**config.mk**
```make
export PLATFORM = sky130hd
export DESIGN_NAME = capture_dump
export DESIGN_NICKNAME = d
export VERILOG_FILES = /design/src/rtl/capture_dump_pkg.sv /design/src/rtl/capture_dump_ser.sv /design/src/rtl/capture_dump.sv
export SDC_FILE = /design/constraint.sdc
export NUM_CORES = 1
export LEC_CHECK = 0
export BUFFER_PORTS_ARGS = -buffer_cell sky130_fd_sc_hd__clkbuf_2
export CORE_ASPECT_RATIO = 0.8
export CORE_MARGIN = 5
export CORE_UTILIZATION = 56
export CTS_CLUSTER_SIZE = 8
export DETAILED_ROUTE_END_ITERATION = 12
export GPL_ROUTABILITY_DRIVEN = 0
export HOLD_SLACK_MARGIN = 0.03
export PLACE_DENSITY = 0.85
export SLEW_MARGIN = 20
export SYNTH_ARGS = -nofsm -noshare
export SYNTH_HDL_FRONTEND = slang
export SYNTH_HIERARCHICAL = 1
export SYNTH_SLANG_ARGS = --single-unit
```
**constraint.sdc**
```tcl
create_clock -name clk -period 4.1 [get_ports clk]
set_input_delay 0.82 -clock clk [delete_from_list [all_inputs] [get_ports clk]]
set_output_delay 0.82 -clock clk [all_outputs]
set_load 0.005 [all_outputs]
```
**src/rtl/capture_dump_pkg.sv**
```systemverilog
// Shared state encoding and sizing helpers for the capture RAM readout engine.
package capture_dump_pkg;

    typedef enum logic [4:0] {
        S_IDLE  = 5'b00001,
        S_FETCH = 5'b00010,
        S_SEND  = 5'b00100,
        S_CSUM  = 5'b01000,
        S_DONE  = 5'b10000
    } state_t;

    function automatic int bytes_per_sample(input int sample_w);
        return sample_w / 8;
    endfunction

    function automatic bit rd_lat_ok(input int rd_lat);
        return (rd_lat == 1) || (rd_lat == 2);
    endfunction

endpackage

```
**src/rtl/capture_dump_ser.sv**
```systemverilog
// Sample shift register: loads one RAM word and hands it out MSB-first, one byte per shift.
module capture_dump_ser
    import capture_dump_pkg::*;
#(
    parameter int SAMPLE_W = 8
) (
    input  logic                clk,
    input  logic                rst_n,
    input  logic                load,
    input  logic                shift,
    input  logic [SAMPLE_W-1:0] din,
    output logic [7:0]          cur_byte,
    output logic                last_byte
);

    localparam int BPS   = bytes_per_sample(SAMPLE_W);
    localparam int IDX_W = (BPS > 1) ? $clog2(BPS) : 1;

    logic [SAMPLE_W-1:0] sreg;
    logic [IDX_W-1:0]    idx;

    always_ff @(posedge clk or negedge rst_n) begin
        if (!rst_n) begin
            sreg <= '0;
            idx  <= '0;
        end else if (load) begin
            sreg <= din;
            idx  <= IDX_W'(BPS - 1);
        end else if (shift) begin
            sreg <= sreg << 8;
            idx  <= idx - IDX_W'(1);
        end
    end

    assign cur_byte  = sreg[SAMPLE_W-1 -: 8];
    assign last_byte = (idx == '0);

endmodule

```
**src/rtl/capture_dump.sv**
```systemverilog
// Capture RAM readout engine: streams a circular window of samples as bytes.
// Optional trailing checksum byte when CAPTURE_DUMP_CSUM_EN is defined.
module capture_dump
    import capture_dump_pkg::*;
#(
    parameter int ADDR_W   = 10,
    parameter int SAMPLE_W = 8,
    parameter int RD_LAT   = 1
) (
    input  logic                clk,
    input  logic                rst_n,
    input  logic                grant_txd,
    input  logic [ADDR_W-1:0]   start_addr,
    input  logic [ADDR_W:0]     length,
    output logic [ADDR_W-1:0]   rd_addr,
    input  logic [SAMPLE_W-1:0] rd_data,
    output logic [7:0]          tx_data,
    output logic                tx_data_valid,
    input  logic                tx_data_ack,
    output logic                busy,
    output logic                done_txd
);

    if (!rd_lat_ok(RD_LAT)) begin : g_bad_rd_lat
        $error("capture_dump: RD_LAT must be 1 or 2");
    end

    state_t            state_q, state_d;
    logic [ADDR_W:0]   remaining;
    logic [1:0]        fetch_cnt;
    logic              armed;
    logic              start, ack, load, shift, more_samples;
    logic [7:0]        cur_byte;
    logic              last_byte;

    assign start        = (state_q == S_IDLE) && grant_txd && armed;
    assign ack          = tx_data_valid && tx_data_ack;
    assign load         = (state_q == S_FETCH) && (fetch_cnt == 2'(RD_LAT));
    assign shift        = (state_q == S_SEND) && ack && !last_byte;
    assign more_samples = remaining > (ADDR_W+1)'(1);

    capture_dump_ser #(.SAMPLE_W(SAMPLE_W)) u_ser (
        .clk       (clk),
        .rst_n     (rst_n),
        .load      (load),
        .shift     (shift),
        .din       (rd_data),
        .cur_byte  (cur_byte),
        .last_byte (last_byte)
    );

    always_ff @(posedge clk or negedge rst_n) begin
        if (!rst_n) state_q <= S_IDLE;
        else        state_q <= state_d;
    end

    always_comb begin
        state_d = state_q;
        case (state_q)
            S_IDLE:  if (start) state_d = S_FETCH;
            S_FETCH: if (load)  state_d = S_SEND;
            S_SEND: begin
                if (ack && last_byte) begin
                    if (more_samples) state_d = S_FETCH;
`ifdef CAPTURE_DUMP_CSUM_EN
                    else              state_d = S_CSUM;
`else
                    else              state_d = S_DONE;
`endif
                end
            end
`ifdef CAPTURE_DUMP_CSUM_EN
            S_CSUM:  if (ack) state_d = S_DONE;
`endif
            S_DONE:  state_d = S_IDLE;
            default: state_d = S_IDLE;
        endcase
    end

`ifdef CAPTURE_DUMP_CSUM_EN
    logic [7:0] sum;

    always_ff @(posedge clk or negedge rst_n) begin
        if (!rst_n)                          sum <= '0;
        else if (start)                      sum <= '0;
        else if (state_q == S_SEND && ack)   sum <= sum + cur_byte;
    end

    // Two's complement so the receiver's running sum over all bytes lands on zero.
    always_comb begin
        tx_data_valid = (state_q == S_SEND) || (state_q == S_CSUM);
        tx_data       = (state_q == S_CSUM) ? (~sum + 8'd1) : cur_byte;
        busy          = (state_q != S_IDLE);
        done_txd      = (state_q == S_DONE);
    end
`else
    always_comb begin
        tx_data_valid = (state_q == S_SEND);
        tx_data       = cur_byte;
        busy          = (state_q != S_IDLE);
        done_txd      = (state_q == S_DONE);
    end
`endif

    // Armed only re-sets after grant is seen low, so a held grant yields one dump.
    always_ff @(posedge clk or negedge rst_n) begin
        if (!rst_n) begin
            rd_addr   <= '0;
            remaining <= '0;
            fetch_cnt <= '0;
            armed     <= 1'b1;
        end else begin
            if (!grant_txd)  armed <= 1'b1;
            else if (start)  armed <= 1'b0;

            fetch_cnt <= (state_q == S_FETCH) ? fetch_cnt + 2'd1 : 2'd0;

            if (start) begin
                rd_addr   <= start_addr;
                remaining <= (length == '0) ? {1'b1, {ADDR_W{1'b0}}} : length;
            end else if (state_q == S_SEND && ack && last_byte && more_samples) begin
                rd_addr   <= rd_addr + ADDR_W'(1);
                remaining <= remaining - (ADDR_W+1)'(1);
            end
        end
    end

endmodule
```
# [Word-level counts from Yosys, hierarchy flattened]
# Cells that the tools add are included.
[classes] n_reduce_logical=13 magnitude_cmp=1 add_sub_neg=4 mux=17 eq_ne=10 bitwise=1
[ops] cell="$mux 11" count=3
[ops] cell="$mux 10" count=2
[ops] cell="$mux 5" count=4
[ops] cell="$mux 8" count=2
[ops] cell="$pmux 5 s3" count=1
[ops] cell="$gt 11x1->1 const B" count=1
[ops] cell="$logic_not 11->1" count=1
[ops] cell="$sub 11x1->11 const B" count=1
[ops] cell="$add 10x1->10 const B" count=1
[ops] cell="$logic_and 1x1->1" count=9
[ops] cell="$eq 5x1->1 const B" count=1
[ops] cell="$eq 5x2->1 const B" count=1
[ops] cell="$eq 5x3->1 const B" count=1
[ops] cell="$eq 5x5->1 const B" count=1
[ops] cell="$ne 5x1->1 const B" count=1
[ops] cell="$mux 1" count=4
[ops] cell="$ne 2x1->1 const B" count=2
[ops] cell="$ne 2x2->1 const B" count=2
[ops] cell="$reduce_bool 2->1" count=2
[ops] cell="$reduce_and 3->1" count=1
[ops] cell="$add 2x1->2 const B" count=1
[ops] cell="$eq 2x1->1 const B" count=1
[ops] cell="$mux 2" count=1
[ops] cell="$not 1->1" count=1
[ops] cell="$sub 1x1->1 const B" count=1
[word_totals] inputBits=33 reg_bits=38

# [Logic depth before layout (Yosys ltp)]
# Gate-level depths: netlist of run 1.
[depth] word_depth=7 ltp_mapped=9 depth_no_buf=6

# [Hierarchy]
# The synthesis of run 1 kept the hierarchy.
[modules_own_cells] mod="capture_dump" instances=1 area_each_um2=1719.1 cells_per_inst=186
[modules_own_cells] mod="capture_dump_ser" instances=1 area_each_um2=337.8 cells_per_inst=22

# [Least setup slack after synthesis of run 1]
# No wires, ideal clock.
[synth_path] path_kind="in2reg" startpoint="in tx_data_ack" endpoint="reg rd_addr[3]" setup_time_ns=0.133 path_slack_ns=2.065 path_stages=6 t_arrival_ns=1.902 t_required_ns=3.967 cell_sequence="and2_0 -> nand2_1 -> clkbuf_1 -> clkbuf_1 -> o311ai_0 -> nand3_1"
[synth_between] elab_chain_len=5
[synth_lines] element="start: declaration" line_no="capture_dump.sv:19" rtl="input logic tx_data_ack,"
[synth_lines] element="$logic_and 1x1->1" line_no="capture_dump.sv:37" rtl="assign ack = tx_data_valid && tx_data_ack;"
[synth_lines] element="$logic_and 1x1->1 (3 in a row)" line_no="capture_dump.sv:121" rtl="end else if (state_q == S_SEND && ack && last_byte && more_samples) begin"
[synth_lines] element="$reduce_bool 2->1 (no source line)"
[synth_lines] element="end signal: assignment" line_no="capture_dump.sv:119" rtl="rd_addr <= start_addr;"
[synth_lines] element="end signal: assignment" line_no="capture_dump.sv:122" rtl="rd_addr <= rd_addr + ADDR_W'(1);"
[synth_lines] element="end: declaration" line_no="capture_dump.sv:15" rtl="output logic [ADDR_W-1:0] rd_addr,"
# Every way passes these cells.
# A chain may end at the register's enable or synchronous reset.

# [Final worst setup path of run 1]
[layout_path] startpoint="reg state_q[0]" endpoint="reg remaining[10]"
[layout_between] elab_chain_len=6 word_cells_on_any_way=10 classes_between="eq/ne (2); mux (1); reduce/logical (7)"
[layout_lines] element="start: declaration" line_no="capture_dump.sv:28" rtl="state_t state_q, state_d;"
[layout_lines] element="start signal: assignment" line_no="capture_dump.sv:54" rtl="else state_q <= state_d;"
[layout_lines] element="$eq 5x3->1" line_no="capture_dump.sv:98, capture_dump.sv:121"
[layout_lines] element="$logic_and 1x1->1" line_no="capture_dump.sv:37"
[layout_lines] element="$logic_and 1x1->1 (3 in a row)" line_no="capture_dump.sv:121"
[layout_lines] element="$reduce_bool 2->1 (no source line)"
[layout_lines] element="end signal: assignment" line_no="capture_dump.sv:120" rtl="remaining <= (length == '0) ? {1'b1, {ADDR_W{1'b0}}} : length;"
[layout_lines] element="end signal: assignment" line_no="capture_dump.sv:123" rtl="remaining <= remaining - (ADDR_W+1)'(1);"
[layout_lines] element="end: declaration" line_no="capture_dump.sv:29" rtl="logic [ADDR_W:0] remaining;"
# Parallel ways exist; a longest one is shown, timed or not.

==> results of run 1 <==
## worst paths after layout
kind | from | end | slack (ns) | cells past startpoint
setup / recovery | state_q[0] | remaining[10] | 1.29 | 4
hold / removal | fetch_cnt[0] | fetch_cnt[0] | 0.44 | 1
setup reg to reg | state_q[0] | remaining[10] | 1.29 | 4
hold reg to reg | fetch_cnt[0] | fetch_cnt[0] | 0.44 | 1
max in group asynchronous | rst_n | remaining[6] | 2.91 | 1
min in group asynchronous | rst_n | rd_addr[9] | 0.63 | 1
## per-stage QoR
| stage | setup slack [ns] | hold slack [ns] |
|---|---|---|
| after floorplan | 2.065 | 0.4079 |
| after global placement | 1.573 | 0.4255 |
| after detailed placement | 1.325 | 0.4306 |
| after CTS | 1.333 | 0.4401 |
| after global routing | 1.001 | 0.4795 |
| final | 1.291 | 0.4410 |
## area by class of cell
type | count | area, sq um | area share
multi-input cells | 152 | 1023 | 0.4243
clock buffers | 7 | 86.33 | 0.03579
clock inverters | 1 | 30.03 | 0.01245
well taps | 42 | 52.55 | 0.02178
inverters | 7 | 26.28 | 0.01089
repair buffers | 53 | 265.3 | 0.1100
flip-flops and latches | 37 | 928.4 | 0.3849
## routing by layer
metal,GRT usage,vias up
met5,0,-
met4,0.07940,0
met3,0.05056,9
met2,0.2698,63
met1,0.3051,899
li1,-,903
## power by group through the flow
stage	Clock, mW	Sequential (mW)	Combinational, mW
2_1_floorplan	0	0.661	0.347
3_3_place_gp	0	0.694	0.504
3_5_place_dp	0	0.703	0.515
4_1_cts	0.328	0.699	0.515
5_1_grt	0.343	0.734	0.584
6_report	0.327	0.708	0.514
## kinds of logic (layout without fill, tap and decap cells)
logic type,after synthesis,after routing
flip-flops,37,37
multiplexers,1,1
buffers and inverters,19,68
AND/OR/NAND/NOR,95,95
AO/OA/AOI/OAI,51,51
XOR/XNOR,1,1
adder cells (fa/ha/maj),4,4
## worst max-delay path: stages, from the launching register on
cell and delay (ns):
sky130_fd_sc_hd__dfstp_2 0.59, sky130_fd_sc_hd__nor4b_1 0.66, sky130_fd_sc_hd__nand2_1 0.83, sky130_fd_sc_hd__a311oi_1 0.50, sky130_fd_sc_hd__a31oi_1 0.07
## synth_stat cells (2+ instances only)
cell type / number / area [sq um]
sky130_fd_sc_hd__a31oi_1: 13 / 81.33
sky130_fd_sc_hd__o31ai_1: 5 / 37.54
sky130_fd_sc_hd__a22o_2: 3 / 30.03
sky130_fd_sc_hd__nor4_1: 3 / 18.77
sky130_fd_sc_hd__nand4_1: 5 / 31.28
sky130_fd_sc_hd__or3_1: 4 / 25.02
sky130_fd_sc_hd__and4_1: 3 / 26.28
sky130_fd_sc_hd__buf_2: 2 / 10.01
sky130_fd_sc_hd__nor3_1: 2 / 10.01
sky130_fd_sc_hd__or4_1: 8 / 60.06
sky130_fd_sc_hd__and2_1: 4 / 25.02
sky130_fd_sc_hd__nor4b_1: 3 / 26.28
sky130_fd_sc_hd__a22o_1: 5 / 43.79
sky130_fd_sc_hd__and3_1: 3 / 18.77
sky130_fd_sc_hd__buf_6: 3 / 33.78
sky130_fd_sc_hd__nand2_1: 15 / 56.30
sky130_fd_sc_hd__ha_1: 4 / 50.05
sky130_fd_sc_hd__clkbuf_1: 4 / 15.01
sky130_fd_sc_hd__or4b_1: 3 / 30.03
sky130_fd_sc_hd__inv_1: 7 / 26.28
sky130_fd_sc_hd__dfstp_2: 2 / 52.55
sky130_fd_sc_hd__buf_4: 2 / 15.01
sky130_fd_sc_hd__o311ai_0: 3 / 26.28
sky130_fd_sc_hd__o21ai_0: 6 / 30.03
sky130_fd_sc_hd__nand3_1: 12 / 60.06
sky130_fd_sc_hd__nor2_1: 20 / 75.07
sky130_fd_sc_hd__o41ai_1: 2 / 17.52
sky130_fd_sc_hd__o211ai_1: 7 / 52.55
sky130_fd_sc_hd__dfrtp_1: 35 / 875.8
## cell usage in the layout (no fill, tap or decap), types with 5 or more instances in the layout
cell type                  count
sky130_fd_sc_hd__clkbuf_2     53
sky130_fd_sc_hd__dfrtp_1      35
sky130_fd_sc_hd__nor2_1       20
sky130_fd_sc_hd__nand2_1      15
sky130_fd_sc_hd__a31oi_1      13
sky130_fd_sc_hd__nand3_1      12
sky130_fd_sc_hd__or4_1         8
sky130_fd_sc_hd__inv_1         7
sky130_fd_sc_hd__o211ai_1      7
sky130_fd_sc_hd__o21ai_0       6
sky130_fd_sc_hd__clkbuf_8      6
sky130_fd_sc_hd__nand4_1       5
sky130_fd_sc_hd__o31ai_1       5
sky130_fd_sc_hd__a22o_1        5
## sequential cells by signal, summed over array words and instances, names as in the netlist
| signal | flops |
|---|---|
| u_ser/idx | 1 |
| rd_addr | 10 |
| state_q | 4 |
| fetch_cnt | 2 |
| armed | 1 |
| u_ser/cur_byte | 8 |
| remaining | 11 |
==> results list, run 1 <==
- The flow ran to the end, and the final reports show no timing, DRC or antenna violations.
- The core region is 0.003495 sq mm.
- The worst path in the final design needs a cycle of 2.809 ns, including I/O delays and setup.
- Combinational Power Share: 0.332
- Most used flip-flop cell after synthesis: sky130_fd_sc_hd__dfrtp_1
- Post-Synth Adder-Cell Area: 0.02433
* Total CTS buffers: 5
* Utilization after layout: 0.6903
- Count of standard-cell rows: 19
- With fillers left out, the area of the finished cells amounts to approximately 0.0024 sq mm.
- The hold violation total from the final report came to 0.
- Total power divided by cell area: between 600 and 700 mW/mm^2
* First-pass GRT wire length: 8107 microns
- Counting distinct cell types in the post-synthesis netlist gives 49.
- Across every metal layer, demand over resource in global routing totals 0.2007.
- The detailed router placed roughly 1900 vias in this run.
* Max Cap Violations: 0
* Maximum ir drop on the vdd rail: 0.3779 mV
- Number of enable-type register cells in the synthesized netlist: 0
- In this run the post-CTS setup repair buffer count came out at 0.
- Routed signal wires occupy layers up through met4.
- The repair_antennas step left the layout with diodes totalling 0.
- The area growth from synthesis to layout is 17.27%.
- Compound-gate portion of the synthesized area: 0.1819
- The count of cells in the finished layout, fillers not included, comes to 299.
* Starting Density: 0.5886
- Sum of met3 wire segment lengths after detailed routing: between 300 and 400 microns
- Measured along the x axis, the die boundary spans 77.76 microns.
* Worst rel slew slack: 0.3241
* Setup repair after global routing missed its margin: false
* Arr. time, crit path: 2.94 ns
- The number of nets handed over by synthesis was 245.
* Depth of the CTS H-tree: 2
- Final net count: between 200 and 300
- Setup violations remaining at the end of the flow were counted as 0.
* Cell area after technology mapping: 0.002057 sq mm
* Yosys warning count: 6
- Synthesized area per cell: 9.889 sq um
- Dividing the final minimum period by the clock period gives 0.6851.
* Largest family of logic cells by synthesized area: simple AND/OR/NAND/NOR gates
* Required time of the critical path: 4.23 ns
- Maximum number of pins on one net before global-route repair: 38
- For the pin with the worst max-slew slack, the measured transition is between 1 and 1.5 ns.
* Switching part of the total power: 0.3770
* First-iteration detailed-routing DRC count: 119
- Clock latency at the later pin of the worst-skew pair: 0.29 ns
* Startpoint class of the critical path: register
* Number of instances in the synthesized netlist: roughly 210
- After synthesis, the share of flip-flops with an asynchronous set or reset is 1.000.
* Number of global-route vias before repair: 1661
- Routed met2 length: 2158 microns
* Ports: 54
* Routed wirelength normalized by instance count: 16.56 microns
- Synthesized-area fraction occupied by xor and xnor cells: 0.004258
- Post-route total power: 1.548 mW
* Number of slew-limit violations in the final report: 0
- Layout cell share with drive strength beyond 1: 0.2879
- Cell internal power was estimated by the tool at a little under 1 mW.
- The layout has 269 filler cells.
* Count of clock tree sinks: 37
- The longest clock path from root to sink contains 2 buffers.
* Number of port buffers: 53
* Clock-pin transition on the worst setup and hold timing paths: 0.08 ns
* Mux cell area share after synthesis: 0.004866
- Maximum fanout along the worst path: 33
- TritonCTS clock tree: built
* Cells resized by post-CTS repair: 0
- The detail route stage leaves a number of antenna-violating nets equal to 0.
- CTS placed an instance of sky130_fd_sc_hd__clkbuf_8 at the clock tree root.
- Die height: 64.21 microns
- DRT met1 WL: 2401 microns
- Placed inst area: 0.002296 sq mm
- Setup TNS: 0 ns
- The min-delay analysis places its worst path in the category reg2reg.
- After detailed routing, the total wire length is 4951 microns.
* Die ar.: 0.004993 sq mm
* Sequential fraction of the synthesis area: 0.4513
* Psw: 0.5836 mW
- In this run, placement finished with an instance count of 291.
- After legalization and detailed placement, the total HPWL measured 3575 microns.
- Clock network fraction of design power: 0.211
* Cts hold-fix bufs: 0
- The total overflow left after global routing is 0.
- The first detailed-routing pass took 4 iterations.
* Post-route clock skew: 0.01298 ns
- In the routed design, unresolved DRC markers number 0.
* F_max: between 0.3 and 0.4 GHz
* Number of register bits inferred by synthesis: 37
* DR vias/cell: 6.268
- Summed over all cells, the static leakage comes to 1.065 nW.
- The critical path is of the reg2reg type.
* Endpoint kind of the worst setup timing path: register
- The initial antenna violation count was 0.
- Of the total power, registers draw 0.457.
- Of the total synthesized cell area, the portion taken by AND, OR, NAND and NOR gates is 0.2822.
(Power assumes the default switching activity.)
==> run 2, diff against run 1 <==
ABC_AREA = 1   (was unset)
CORE_UTILIZATION = 54   (was 56)
PLACE_DENSITY = 0.81   (was 0.85)
clock period = 2.7 ns   (was 4.1 ns; I/O delays follow)
==> run 2 against run 1 <==
Net effect: die area is 13% higher; sequential share of layout area is 4.0 points lower; register-to-register slack worse by 0.26 ns; sequential cell count stayed put; non-clock buffer count is 2 higher; final cell count is 49% higher; sequential power is 44% higher; critical path depth stayed put; clock skew is 0.0084 ns lower; via count is 16% higher; clock-buffer cell count is 1 lower; highest routed layer unchanged.
==> results list, run 2 <==
- Post-route clock skew: between 0.004 and 0.005 ns
* Final cell area excluding filler cells: 0.002693 sq mm
- For this design the ratio of total power to cell area is roughly 1000 mW/mm^2.
* Cell area after technology mapping: between 0.002 and 0.0025 sq mm
- Layout cell share with drive strength beyond 1: 0.1872
- GR Overflow Total: 0
- Of the post-synthesis cell area, the dominant cell type holds 0.3846.
* Least-Margin Pin Slew: 0.9001 ns
* Maximum number of pins on one net before global-route repair: 38
- The biggest area contributor in the post-synthesis netlist is sky130_fd_sc_hd__dfrtp_1.
- Commonest non-fill, non-tap cell in the layout: sky130_fd_sc_hd__nand2_1
- Most used flip-flop cell after synthesis: sky130_fd_sc_hd__dfrtp_1
* Diode insertion count for antenna repair: 0
- In this design, the stage delay of the slowest critical-path cell is around 0.38 ns.
- Worst Path Class, Setup: reg2out
- No sink is reached through more buffers than the 2 on the longest clock path.
- The first detailed-routing pass took 4 iterations.
- Depth of the worst register-to-register path: 11
* Setup TNS: 0 ns
- Clock-pin transition on the worst setup and hold timing paths: around 0.070 ns
* Vias after detailed routing: 2180
- The initial antenna violation count was 0.
- Static timing analysis puts the maximum clock frequency at 0.5009 GHz.
* Drt drc: 0
- Placed inst area: 0.002572 sq mm
- Number of register bits inferred by synthesis: 37
* First-iteration detailed-routing DRC count: 97
- The endpoint identified for the worst register-to-register timing path is remaining[10].
- The tree is rooted in a sky130_fd_sc_hd__clkbuf_8.
- Period Utilization, post-route: 0.7394
- The worst setup path is launched from a register.
- Worst rel slew slack: 0.4000
- Leaving out fill and tap cells, the most frequent cells in the layout are sky130_fd_sc_hd__nand2_1 (156), sky130_fd_sc_hd__clkbuf_2 (53), sky130_fd_sc_hd__inv_1 (38), sky130_fd_sc_hd__dfrtp_1 (35), sky130_fd_sc_hd__nor2_1 (28).
- Setup repair after global routing left no endpoint under its margin.
* Internal power: ~1.6 mW
- In this run the register-to-register setup slack is 1.03 ns.
* Main area contributors after synthesis: sky130_fd_sc_hd__dfrtp_1 (38%), sky130_fd_sc_hd__nand2_1 (26%), sky130_fd_sc_hd__inv_1 (6.3%)
- Number of port buffers: 53
- DR vias/cell: 4.877
- Final setup violation count: 0
* Psw: 1.196 mW
- Of the total power, the share spent switching nets is 0.4308.
* Simple-gate area share of the yosys netlist: 0.3945
- Routed wirelength normalized by instance count: 11.47 microns
* Width of the chip: 82.61 microns
* Maximum ir drop on the vdd rail: 0.5059 mV
* Most numerous cell types in the synthesized netlist: sky130_fd_sc_hd__nand2_1 (156), sky130_fd_sc_hd__inv_1 (38), sky130_fd_sc_hd__dfrtp_1 (35)
- Number of global-route vias before repair: approximately 2100
* Antenna viol nets, final: 0
* Cell variety after synth: 27
- Compared with the post-synthesis result, the final layout area differs by 18.24%.
* Clock network fraction of design power: 0.179
* Synthesized area per cell: between 6 and 7 sq um
- Depth of the CTS H-tree: 2
- Cells resized by post-CTS repair: 0
- Number of placed instances, taps included: 439
* Arr. time, crit path: between 1 and 1.5 ns
- In this run the standard cell core region covers roughly 0.0041 sq mm.
- Register with the highest flop count: remaining
- First-pass GRT wire length: between 8000 and 9000 microns
- Number of instances in the synthesized netlist: about 330
- For this design, the slowest cell found on the critical path is sky130_fd_sc_hd__dfrtp_1.
- Final hold analysis gives a worst-case slack of 0.3717 ns.
- Hold violation count in the final report: 0
- The share of total power dissipated in sequential elements is 0.366.
* Outcome: finished, final reports clean
* Required time of the critical path: 2.16 ns
- The HPWL after detailed placement is 3790 microns.
- The layout has 385 filler cells.
- Post-Synthesis Net Count: 371
- For this block, the routed nets add up to 5128 microns of wire.
* Max FFs per register: 11
* Sequential fraction of the synthesis area: 0.4077
- For this configuration, the core starts out at a cell density of 0.5520.
* Standby leakage power: roughly 1.6 nW
* Number of slew-limit violations in the final report: 0
* Min-delay worst type: in2async
* Cts hold-fix bufs: 0
- Origin of the critical flop-to-flop path: remaining[0]
- Compound-gate portion of the synthesized area: 0.06374
- The floorplan has 21 rows.
* Critical path cell sequence: nor2_1 -> inv_1 -> nor3_1 -> clkbuf_2
* Shortest clock period the worst path allows after layout: 1.996 ns
* Most common cell in the netlist: sky130_fd_sc_hd__nand2_1
- Endpoint kind of the worst setup timing path: output pin
- Yosys warning count: 6
* Post-Synth Adder-Cell Area: 0.02198
- TritonCTS built the clock tree.
* Number of enable-type register cells in the synthesized netlist: 0
- From bottom edge to top edge, the die measures just under 70 microns.
- Clock latency at the later pin of the worst-skew pair: 0.29 ns
- Post-CTS Setup Inserts: 0
* Mux cell area share after synthesis: 0
* Total CTS buffers: 5
- Combinational Power Share: 0.455
* Post-synthesis async set-or-reset flop share: 1.000
* Synthesized-area fraction occupied by xor and xnor cells: 0.01923
- Clock tree synthesis found a total of 37 sinks.
- The net count of the finished layout is 426.
- After the flow finishes, the layout carries non-filler instances totaling approximately 450.
* Total Routing Usage GR: 0.2050
- The die covers ~0.0056 sq mm.
- Largest family of logic cells by synthesized area: simple AND/OR/NAND/NOR gates
* Max Cap Violations: 0
- Maximum fanout along the worst path: 4
- 54 I/O pins were placed.
run 2: per-layer routing:
layer | wire length [microns] | share of wire | GRT usage | vias to the layer above
met5 | 0 | 0 | 0 | -
met2 | 2417 | 0.47 | 0.3370 | 56
met1 | 2441 | 0.48 | 0.2818 | 987
met3 | 261 | 0.051 | 0.04474 | 2
li1 | - | - | - | 1135
met4 | 7 | 0.0014 | 0.03878 | 0
run 2: through the flow:
stage               utilization  power [mW]  setup WS [ns]
CTS                      0.6527       2.792         0.6882
global route             0.6527       3.064         0.5344
detailed placement       0.6236       2.276         0.9416
global placement         0.6236       2.225         0.9718
floorplan                     -       1.912          1.282
finish                   0.6527       2.775         0.7037
run 2: power groups by stage:
stage | combinational (mW) | sequential [mW] | clock [mW]
2_1_floorplan | 0.927 | 0.985 | 0
3_3_place_gp | 1.21 | 1.01 | 0
3_5_place_dp | 1.26 | 1.02 | 0
4_1_cts | 1.27 | 1.01 | 0.508
5_1_grt | 1.47 | 1.06 | 0.532
6_report | 1.26 | 1.02 | 0.498
run 2: worst max-delay path by stage:
stage          startpoint            end  slack [ns]  cells after the start
2_1_floorplan   grant_txd     rd_addr[7]        1.28                      8
3_3_place_gp    grant_txd  remaining[10]        0.97                      8
3_5_place_dp    grant_txd  remaining[10]        0.94                      8
4_1_cts        state_q[1]  tx_data_valid        0.69                      4
5_1_grt        state_q[1]  tx_data_valid        0.53                      4
6_report       state_q[1]  tx_data_valid        0.70                      4
run 2: critical path, delay by kind of cell (launching register included):
family | cells | cell delay (ns)
and+or+nand+nor | 2 | 0.53
buffers and inverters | 2 | 0.27
DFF | 1 | 0.38
run 2: final cells by class:
cell class | count | area (sq um) | share of cell area
multi-input cells | 250 | 1137 | 0.4224
repair buffers | 55 | 280.3 | 0.1041
clock inverters | 2 | 37.54 | 0.01394
inverters | 40 | 155.1 | 0.05762
well taps | 57 | 71.32 | 0.02649
flip-flops and latches | 37 | 928.4 | 0.3448
clock buffers | 6 | 82.58 | 0.03067
run 2: kinds of logic after synthesis:
family,count (synthesis)
compound gates,28
xor+xnor,5
fa+ha+maj,4
buf+inv,47
flops,37
simple gates,213
